File: config.mk
export PLATFORM = sky130hd
export DESIGN_NAME = patch_addr_gen
export DESIGN_NICKNAME = d
export VERILOG_FILES = /design/src/rtl/cnn_pkg.sv /design/src/rtl/patch_addr_gen_window_counter.sv /design/src/rtl/patch_addr_gen.sv
export SDC_FILE = /design/constraint.sdc
export NUM_CORES = 1
export LEC_CHECK = 0
export CAP_MARGIN = 20
export CELL_PAD_IN_SITES_DETAIL_PLACEMENT = 1
export CELL_PAD_IN_SITES_GLOBAL_PLACEMENT = 1
export CORE_ASPECT_RATIO = 1.4
export CORE_MARGIN = 4
export CORE_UTILIZATION = 36
export DETAILED_ROUTE_END_ITERATION = 10
export PLACE_DENSITY = 0.85
export SLEW_MARGIN = 0
export SYNTH_ARGS = -nofsm -noshare
export SYNTH_HDL_FRONTEND = slang
export SYNTH_SLANG_ARGS = --single-unit
File: constraint.sdc
create_clock -name clk -period 3.4 [get_ports clk]
set_clock_uncertainty 0.1 [all_clocks]
set_input_delay 0.68 -clock clk [delete_from_list [all_inputs] [get_ports clk]]
set_output_delay 0.68 -clock clk [all_outputs]
set_load 0.01 [all_outputs]
File: src/rtl/cnn_pkg.sv
// Shared constants for the patch address generator: image defaults,
// kernel size and the sequencing FSM encoding.
package cnn_pkg;

  localparam int IMG_W_DEF  = 28;
  localparam int IMG_H_DEF  = 28;
  localparam int STRIDE_DEF = 1;
  localparam int ADDR_W_DEF = 10;
  localparam int K          = 3;

  localparam logic [2:0] S_IDLE  = 3'd0;
  localparam logic [2:0] S_ADDR  = 3'd1;
  localparam logic [2:0] S_LOAD  = 3'd2;
  localparam logic [2:0] S_VALID = 3'd3;
  localparam logic [2:0] S_FIN   = 3'd4;

  typedef enum logic [2:0] {
    IDLE  = S_IDLE,
    ADDR  = S_ADDR,
    LOAD  = S_LOAD,
    VALID = S_VALID,
    FIN   = S_FIN
  } state_t;

  // Offset of window tap k from the window's top-left pixel.
  function automatic int tap_offset(input int k, input int img_w);
    return (k / K) * img_w + (k % K);
  endfunction

endpackage

File: src/rtl/patch_addr_gen_window_counter.sv
// Output-map position tracker. Keeps row/col, the window base address and
// the base of the current window row, using adds only.
module window_counter
  import cnn_pkg::*;
#(
  parameter int IMG_W  = IMG_W_DEF,
  parameter int STRIDE = STRIDE_DEF,
  parameter int ADDR_W = ADDR_W_DEF,
  parameter int OUT_W  = (IMG_W_DEF - K) / STRIDE_DEF + 1,
  parameter int OUT_H  = (IMG_H_DEF - K) / STRIDE_DEF + 1
) (
  input  logic              clk,
  input  logic              rst,
  input  logic              clear,
  input  logic              advance,
  output logic [7:0]        row,
  output logic [7:0]        col,
  output logic [ADDR_W-1:0] base_nxt,
  output logic              last
);

  localparam logic [ADDR_W-1:0] COL_STEP = ADDR_W'(STRIDE);
  localparam logic [ADDR_W-1:0] ROW_STEP = ADDR_W'(STRIDE * IMG_W);

  logic [ADDR_W-1:0] base, row_base, row_base_nxt;
  logic [7:0]        row_nxt, col_nxt;
  logic              col_last;

  assign col_last = (col == 8'(OUT_W - 1));
  assign last     = col_last && (row == 8'(OUT_H - 1));

  // Next position: clear restarts at the origin, advance steps one window.
  always_comb begin
    row_nxt      = row;
    col_nxt      = col;
    row_base_nxt = row_base;
    base_nxt     = base;
    if (clear) begin
      row_nxt      = 8'd0;
      col_nxt      = 8'd0;
      row_base_nxt = '0;
      base_nxt     = '0;
    end else if (advance) begin
      if (col_last) begin
        row_nxt      = row + 8'd1;
        col_nxt      = 8'd0;
        row_base_nxt = row_base + ROW_STEP;
        base_nxt     = row_base + ROW_STEP;
      end else begin
        col_nxt  = col + 8'd1;
        base_nxt = base + COL_STEP;
      end
    end
  end

  // Position registers.
  always_ff @(posedge clk) begin
    if (rst) begin
      row      <= 8'd0;
      col      <= 8'd0;
      row_base <= '0;
      base     <= '0;
    end else begin
      row      <= row_nxt;
      col      <= col_nxt;
      row_base <= row_base_nxt;
      base     <= base_nxt;
    end
  end

endmodule

File: src/rtl/patch_addr_gen.sv
// 3x3 window raster scanner: drives the nine tap addresses and the latch
// strobe, then offers the latched patch downstream with valid/ready.
//
//  state | meaning
//  IDLE  | waiting for start
//  ADDR  | tap addresses stable, image memory samples them this cycle
//  LOAD  | memory data present, latch strobe high
//  VALID | patch held, waiting for patch_ready
//  FIN   | one-cycle done pulse after the last accepted patch
module patch_addr_gen
  import cnn_pkg::*;
#(
  parameter int IMG_W  = IMG_W_DEF,
  parameter int IMG_H  = IMG_H_DEF,
  parameter int STRIDE = STRIDE_DEF,
  parameter int ADDR_W = ADDR_W_DEF
) (
  input  logic              clk,
  input  logic              rst,
  input  logic              start,
  input  logic              patch_ready,
  output logic [ADDR_W-1:0] pixel_addr0,
  output logic [ADDR_W-1:0] pixel_addr1,
  output logic [ADDR_W-1:0] pixel_addr2,
  output logic [ADDR_W-1:0] pixel_addr3,
  output logic [ADDR_W-1:0] pixel_addr4,
  output logic [ADDR_W-1:0] pixel_addr5,
  output logic [ADDR_W-1:0] pixel_addr6,
  output logic [ADDR_W-1:0] pixel_addr7,
  output logic [ADDR_W-1:0] pixel_addr8,
  output logic              load,
  output logic              patch_valid,
  output logic [7:0]        out_row,
  output logic [7:0]        out_col,
  output logic              busy,
  output logic              done
);

  localparam int OUT_W = (IMG_W - K) / STRIDE + 1;
  localparam int OUT_H = (IMG_H - K) / STRIDE + 1;

  state_t            state_q, state_d;
  logic              scan_start, step, last;
  logic [ADDR_W-1:0] base_nxt;
  logic [ADDR_W-1:0] addr_q [K*K];

  // The counter only steps between patches, never on the final accept,
  // so out_row/out_col stay on the last patch through FIN.
  window_counter #(
    .IMG_W (IMG_W),
    .STRIDE(STRIDE),
    .ADDR_W(ADDR_W),
    .OUT_W (OUT_W),
    .OUT_H (OUT_H)
  ) u_window_counter (
    .clk     (clk),
    .rst     (rst),
    .clear   (scan_start),
    .advance (step),
    .row     (out_row),
    .col     (out_col),
    .base_nxt(base_nxt),
    .last    (last)
  );

  // State register.
  always_ff @(posedge clk) begin
    if (rst) state_q <= IDLE;
    else     state_q <= state_d;
  end

  // Next-state logic and position control strobes.
  always_comb begin
    state_d    = state_q;
    scan_start = 1'b0;
    step       = 1'b0;
    case (state_q)
      IDLE: begin
        if (start) begin
          scan_start = 1'b1;
          state_d    = ADDR;
        end
      end
      ADDR:  state_d = LOAD;
      LOAD:  state_d = VALID;
      VALID: begin
        if (patch_ready) begin
          if (last) begin
            state_d = FIN;
          end else begin
            step    = 1'b1;
            state_d = ADDR;
          end
        end
      end
      FIN:     state_d = IDLE;
      default: state_d = IDLE;
    endcase
  end

  // Tap addresses, reloaded only when entering ADDR.
  always_ff @(posedge clk) begin
    if (rst) begin
      for (int k = 0; k < K*K; k++) addr_q[k] <= '0;
    end else if (scan_start || step) begin
      for (int k = 0; k < K*K; k++) addr_q[k] <= base_nxt + ADDR_W'(tap_offset(k, IMG_W));
    end
  end

  assign pixel_addr0 = addr_q[0];
  assign pixel_addr1 = addr_q[1];
  assign pixel_addr2 = addr_q[2];
  assign pixel_addr3 = addr_q[3];
  assign pixel_addr4 = addr_q[4];
  assign pixel_addr5 = addr_q[5];
  assign pixel_addr6 = addr_q[6];
  assign pixel_addr7 = addr_q[7];
  assign pixel_addr8 = addr_q[8];

  assign load        = (state_q == LOAD);
  assign patch_valid = (state_q == VALID);
  assign busy        = (state_q != IDLE);
  assign done        = (state_q == FIN);

endmodule
# Yosys cells after proc, flatten, opt, wreduce, memory -nomap -nowiden
# Memories as Yosys holds them, arrays and structs flattened.
# Index checks and enable logic that the tools add are counted.
word_totals:
  wordCells: 69
  ram_bits: 90
  n_memories: 1
  reg_bits: 39
memory_table:
  columns: ["name", "words", "word_bits", "rd", "rd_clocked_by_memory_dff", "wr", "line", "text"]
  rows:
  - ["addr_q", 9, 10, 9, 0, 9, "patch_addr_gen.sv:45", "logic [ADDR_W-1:0] addr_q [K*K];"]
op_classes:
  n_mux: 27
  reduce_logical: 7
  n_addsub: 12
  bitwise_logic: 9
  n_eq_ne: 8
ops:
  columns: ["op", "n"]
  rows:
  - ["$mux 10", 12]
  - ["$add 10x5->10 const B", 4]
  - ["$add 10x6->10 const B", 3]
  - ["$add 10x1->10 const B", 2]
  - ["$add 8x1->8 const B", 2]
  - ["$eq 8x5->1 const B", 2]
  - ["$pmux 3 s4", 1]
  - ["$add 10x2->10 const B", 1]
  - ["$mux 1", 10]
  - ["$mux 3", 3]
  - ["$or 1x1->1", 9]
  - ["$mux 8", 1]
  - ["$eq 3x2->1 const B", 2]
  - ["$ne 2x2->1 const B", 2]
  - ["$reduce_and 2->1", 2]
  - ["$eq 3x1->1 const B", 1]
  - ["$eq 3x3->1 const B", 1]
  - ["$logic_not 3->1", 1]
  - ["$reduce_bool 3->1", 1]
  - ["$reduce_or 2->1", 1]
  - ["$logic_and 1x1->1", 1]
  - ["$logic_or 1x1->1", 1]

# Logic depth before layout (Yosys ltp)
depth:
  word_depth: 10
  depth_mapped: 16

# By module
# A second synthesis with hierarchy kept.
hier_totals:
  hier_cells: 569
  hier_area_um2: 5798.1
modules_own_cells:
  columns: ["module", "area_per_inst_um2", "cells_per_inst", "seq_area_each_um2", "n_inst"]
  rows:
  - ["patch_addr_gen", 3965.1, 345, 2282.2, 1]
  - ["window_counter", 1833.0, 224, 680.7, 1]

# Worst setup path after synthesis
# No wires, ideal clock.
synth_path:
  path_kind: "reg-to-reg"
  startpoint: "reg u_window_counter.col[0]"
  endpoint: "mem addr_q[0][13] in the netlist's numbering (enable)"
  t_arrival_ps: 2584
  synth_period_minus_slack_ps: 3443
  stages_incl_launch_ff: 7
  t_required_ps: 2541
  slack_ps: -43
  cell_sequence: "dfxtp_1 ha_1 and4b_1 buf_4 nand2_1 o21ai_2 nand2_1"
synth_rtl:
  columns: ["item", "line", "text"]
  rows:
  - ["from (decl)", "patch_addr_gen_window_counter.sv:17", "output logic [7:0] col,"]
  - ["from (signal assigned)", "patch_addr_gen_window_counter.sv:65", "col <= col_nxt;"]
  - ["to (decl)", "patch_addr_gen.sv:45", null]

==> results by group <==
Worst setup path
  • Required time of the critical path: 3.39 ns
  • Worst path arrival time: 3.25 ns
  • Slowest stage cell, crit path: a221o_2
  • Cell Chain, Critical Path: inv_1, ha_1, and4b_2, buf_4, nand2_1, buf_4, nor3_2, buf_4, a221o_2, buf_4, nor4_2, xor2_1, o22ai_1
  • Crit path max fanout: 13
  • Crit start category: flop
  • CP max stage delay: 0.46 ns
  • Setup CP Type: flop to flop
  • Setup crit end kind: flop
  • CP most frequent cell: buf_4

Layout
  • # fillers: 1742
  • Syn-to-layout area delta: 37.76%
  • Final instance area: 0.007975 sq mm
  • Final #Nets: 760
  • Diodes inserted: 0
  • Layout cells sized above 1: between 10% and 20%

Timing
  • Worst-Margin Slew: 0.9000 ns
  • Fin crit share: 96.00%
  • Final setup vio count: 0
  • Fmax: 0.3064 GHz
  • Hold WS: about 0.47 ns
  • Slew Limit Fails: 0
  • Final Critical Period: 3.264 ns
  • RSZ-0062 raised after global routing: no
  • Setup TNS: 0 ns
  • Slew margin rel.: slightly below 40%
  • Hold Vio Cnt, Final: 0

Place
  • Final HPWL DP: ~14000 microns
  • Area after DPL: about 0.0076 sq mm
  • PortBufs: 113
  • RD Place Congestion: 0.9024

Detailed routing
  • Routed length per instance: 19.43 microns
  • Initial detailed-routing violation count: 236
  • Drt drc: 0
  • Drt pass-1 iters: 4
  • WL final: around 18000 microns
  • Vias: between 4k and 5k
  • Detail Route Antenna Nets: 0
  • Vias per cell: between 5 and 6

Pwr
  • Sw frac: between 20% and 30%
  • Peak supply drop: 0.2286 mV
  • Sequential power share: 50.8%
  • Internal power: about 2300 uW
  • Combinational Power Share: around 14%
  • Power density cells: between 300 and 400 mW/mm^2
  • Static Leak: around 0.003 uW
  • Clock share of power: 35.8%
  • Switching power: 759.6 uW

Yosys
  • Synth cell count leaders: nor2_1, edfxtp_1, nand2_1
  • Warnings, synthesis: 0
  • Compound-cell area share of the yosys netlist: ~8.8%
  • Cells after Synth: 569
  • Yosys top cell by area: edfxtp_1
  • Synthesized area: 0.005789 sq mm
  • Top-count cell post-synth: nor2_1
  • Largest family of logic cells by synthesized area: simple AND/OR/NAND/NOR gates
  • Post-synth ARST share: 0%
  • Dominant cells by area after synthesis: edfxtp_1, dfxtp_1, nor2_1, xnor2_1, xor2_1
  • Top FF cell, synth: edfxtp_1
  • Synth top area share: approximately two fifths
  • Sequential area share after synthesis: 51.18%
  • Post-synthesis mux area share: 1.923%
  • Syn Nets: a little under 600
  • Post-Syn Area per Cell: between 10 and 15 sq um
  • Post-synth cell types: a little under 70
  • Yosys reg bits: roughly 110
  • Synth Area in Simple Gates: about a fifth
  • Adder-cell share of the synthesized area: 3.674%
  • Synth Area in XOR/XNOR: 8.321%
  • Number of synthesized flops with an enable pin: 74

Global route
  • Initial antenna violation count: 0
  • Vias in the first global route: 5351
  • Congestion Overflow GR: 0
  • Largest net degree at the start of global routing: 48
  • GRT Overall Usage: 20.39%
  • First-pass GRT wire length: slightly below 30000 microns

Clock network
  • Root buffer cell: clkbuf_16
  • Num Clock Sinks: about 110
  • H-tree levels: 3
  • CTS buffer count: 9
  • CTS tree: done
  • Clock transition at path regs: 0.07 ns
  • Clock latency on the worst-skew pair: 0.36 ns
  • Clock buffer depth: 2

Flow run
  • Max-Cap Viols: 0

Floorplanning
  • DIE WIDTH: around 120 microns
  • Num ports: about 110
  • Total core area: about 0.016 sq mm
  • Starting Density: 36.93%
  • DIE AREA: about 0.018 sq mm
  • Height of the die: 158.0 microns
  • Row count: 54

Run status
  • Status: finished, final reports clean

Hold path
  • Hold Path Class: flop to flop
[path summary, 6_finish.rpt]
kind,slack [ns],from,end,cells after the start
min reg2reg,0.47,u_window_counter.col[7]$_SDFFE_PP0N_,u_window_counter.col[7]$_SDFFE_PP0N_,2
min,0.47,u_window_counter.col[7]$_SDFFE_PP0N_,u_window_counter.col[7]$_SDFFE_PP0N_,2
max reg2reg,0.14,u_window_counter.col[1]$_SDFFE_PP0N_,addr_q[0][19]$_SDFFCE_PN0P_,13
max,0.14,u_window_counter.col[1]$_SDFFE_PP0N_,addr_q[0][19]$_SDFFCE_PN0P_,13
[per-layer routing]
metal | routed length, microns | share of wire (%) | track usage (%)
met1 | 6665 | 36 | 22.24
met2 | 10360 | 57 | 39.49
met3 | 686 | 3.8 | 2.868
met4 | 545 | 3.0 | 7.159
met5 | 0 | 0 | 0
[kinds of logic (layout without fill, tap and decap cells)]
family	Yosys count	after routing
AOI/OAI and AO/OA	73	73
xor gates and xnor gates	55	55
adders and majority gates	17	17
buffers and inverters	61	236
DFF	111	111
muxes	11	11
and+or+nand+nor	241	241
[repair_timing]
action                     CTS  global route
setup endpoints to repair    0            12
hold buffers                 0             0
buffers inserted             0             1
resized for setup            0            16
[power groups by stage]
| stage | registers (uW) | logic, uW | clock network [uW] |
|---|---|---|---|
| after floorplan | 1630 | 131 | 0 |
| after global placement | 1590 | 405 | 0 |
| after detailed placement | 1600 | 419 | 0 |
| after CTS | 1570 | 420 | 1130 |
| after global routing | 1580 | 441 | 1190 |
| final | 1570 | 416 | 1110 |
[worst max-delay path: cells and delay by family (launching register included)]
kind,cells,cell delay [ns]
buffers and inverters,5,0.80
AOI/OAI and AO/OA,2,0.60
DFF,1,0.34
adders and majority gates,1,0.17
xor gates and xnor gates,1,0.26
and+or+nand+nor,4,0.73
[area by class of cell]
cell class              count  area (sq um)  area share (%)
flip-flops and latches    111          2963           37.15
clock buffers              10         229.0           2.871
clock inverters             6         78.83          0.9884
well taps                 196         245.2           3.075
inverters                  17         68.82          0.8629
repair buffers            203          1832           22.97
multi-input cells         397          2559           32.08
[through the flow]
| step | utilization [%] | cells | power (uW) | setup WS [ns] |
|---|---|---|---|---|
| 4_1_cts | 50.38 | 939 | 3122 | 0.02711 |
| 2_1_floorplan | - | 569 | 1765 | 0.1691 |
| 6_report | 50.88 | 940 | 3089 | 0.1361 |
| 5_1_grt | 50.88 | 940 | 3206 | 0.002897 |
| 3_3_place_gp | 48.41 | 923 | 2000 | -0.1314 |
| 3_5_place_dp | 48.41 | 923 | 2021 | -0.2163 |
[registers in the layout, summed over array words and instances, names as in the netlist]
name and cells:
u_window_counter.row 8, u_window_counter.col 8, addr_q 74, u_window_counter.base 10, state_q 3, u_window_counter.row_base 8
[cell usage in the layout, fill, tap and decap left out, types with 14 or more instances in the layout]
master and n:
clkdlybuf4s50_1 113, nor2_1 97, buf_4 88, edfxtp_1 74
nand2_1 47, dfxtp_1 37, xnor2_1 29, xor2_1 26
a21oi_1 25, nand3_1 22, ha_1 17, inv_1 14
Power figures use the tool's default switching activity.
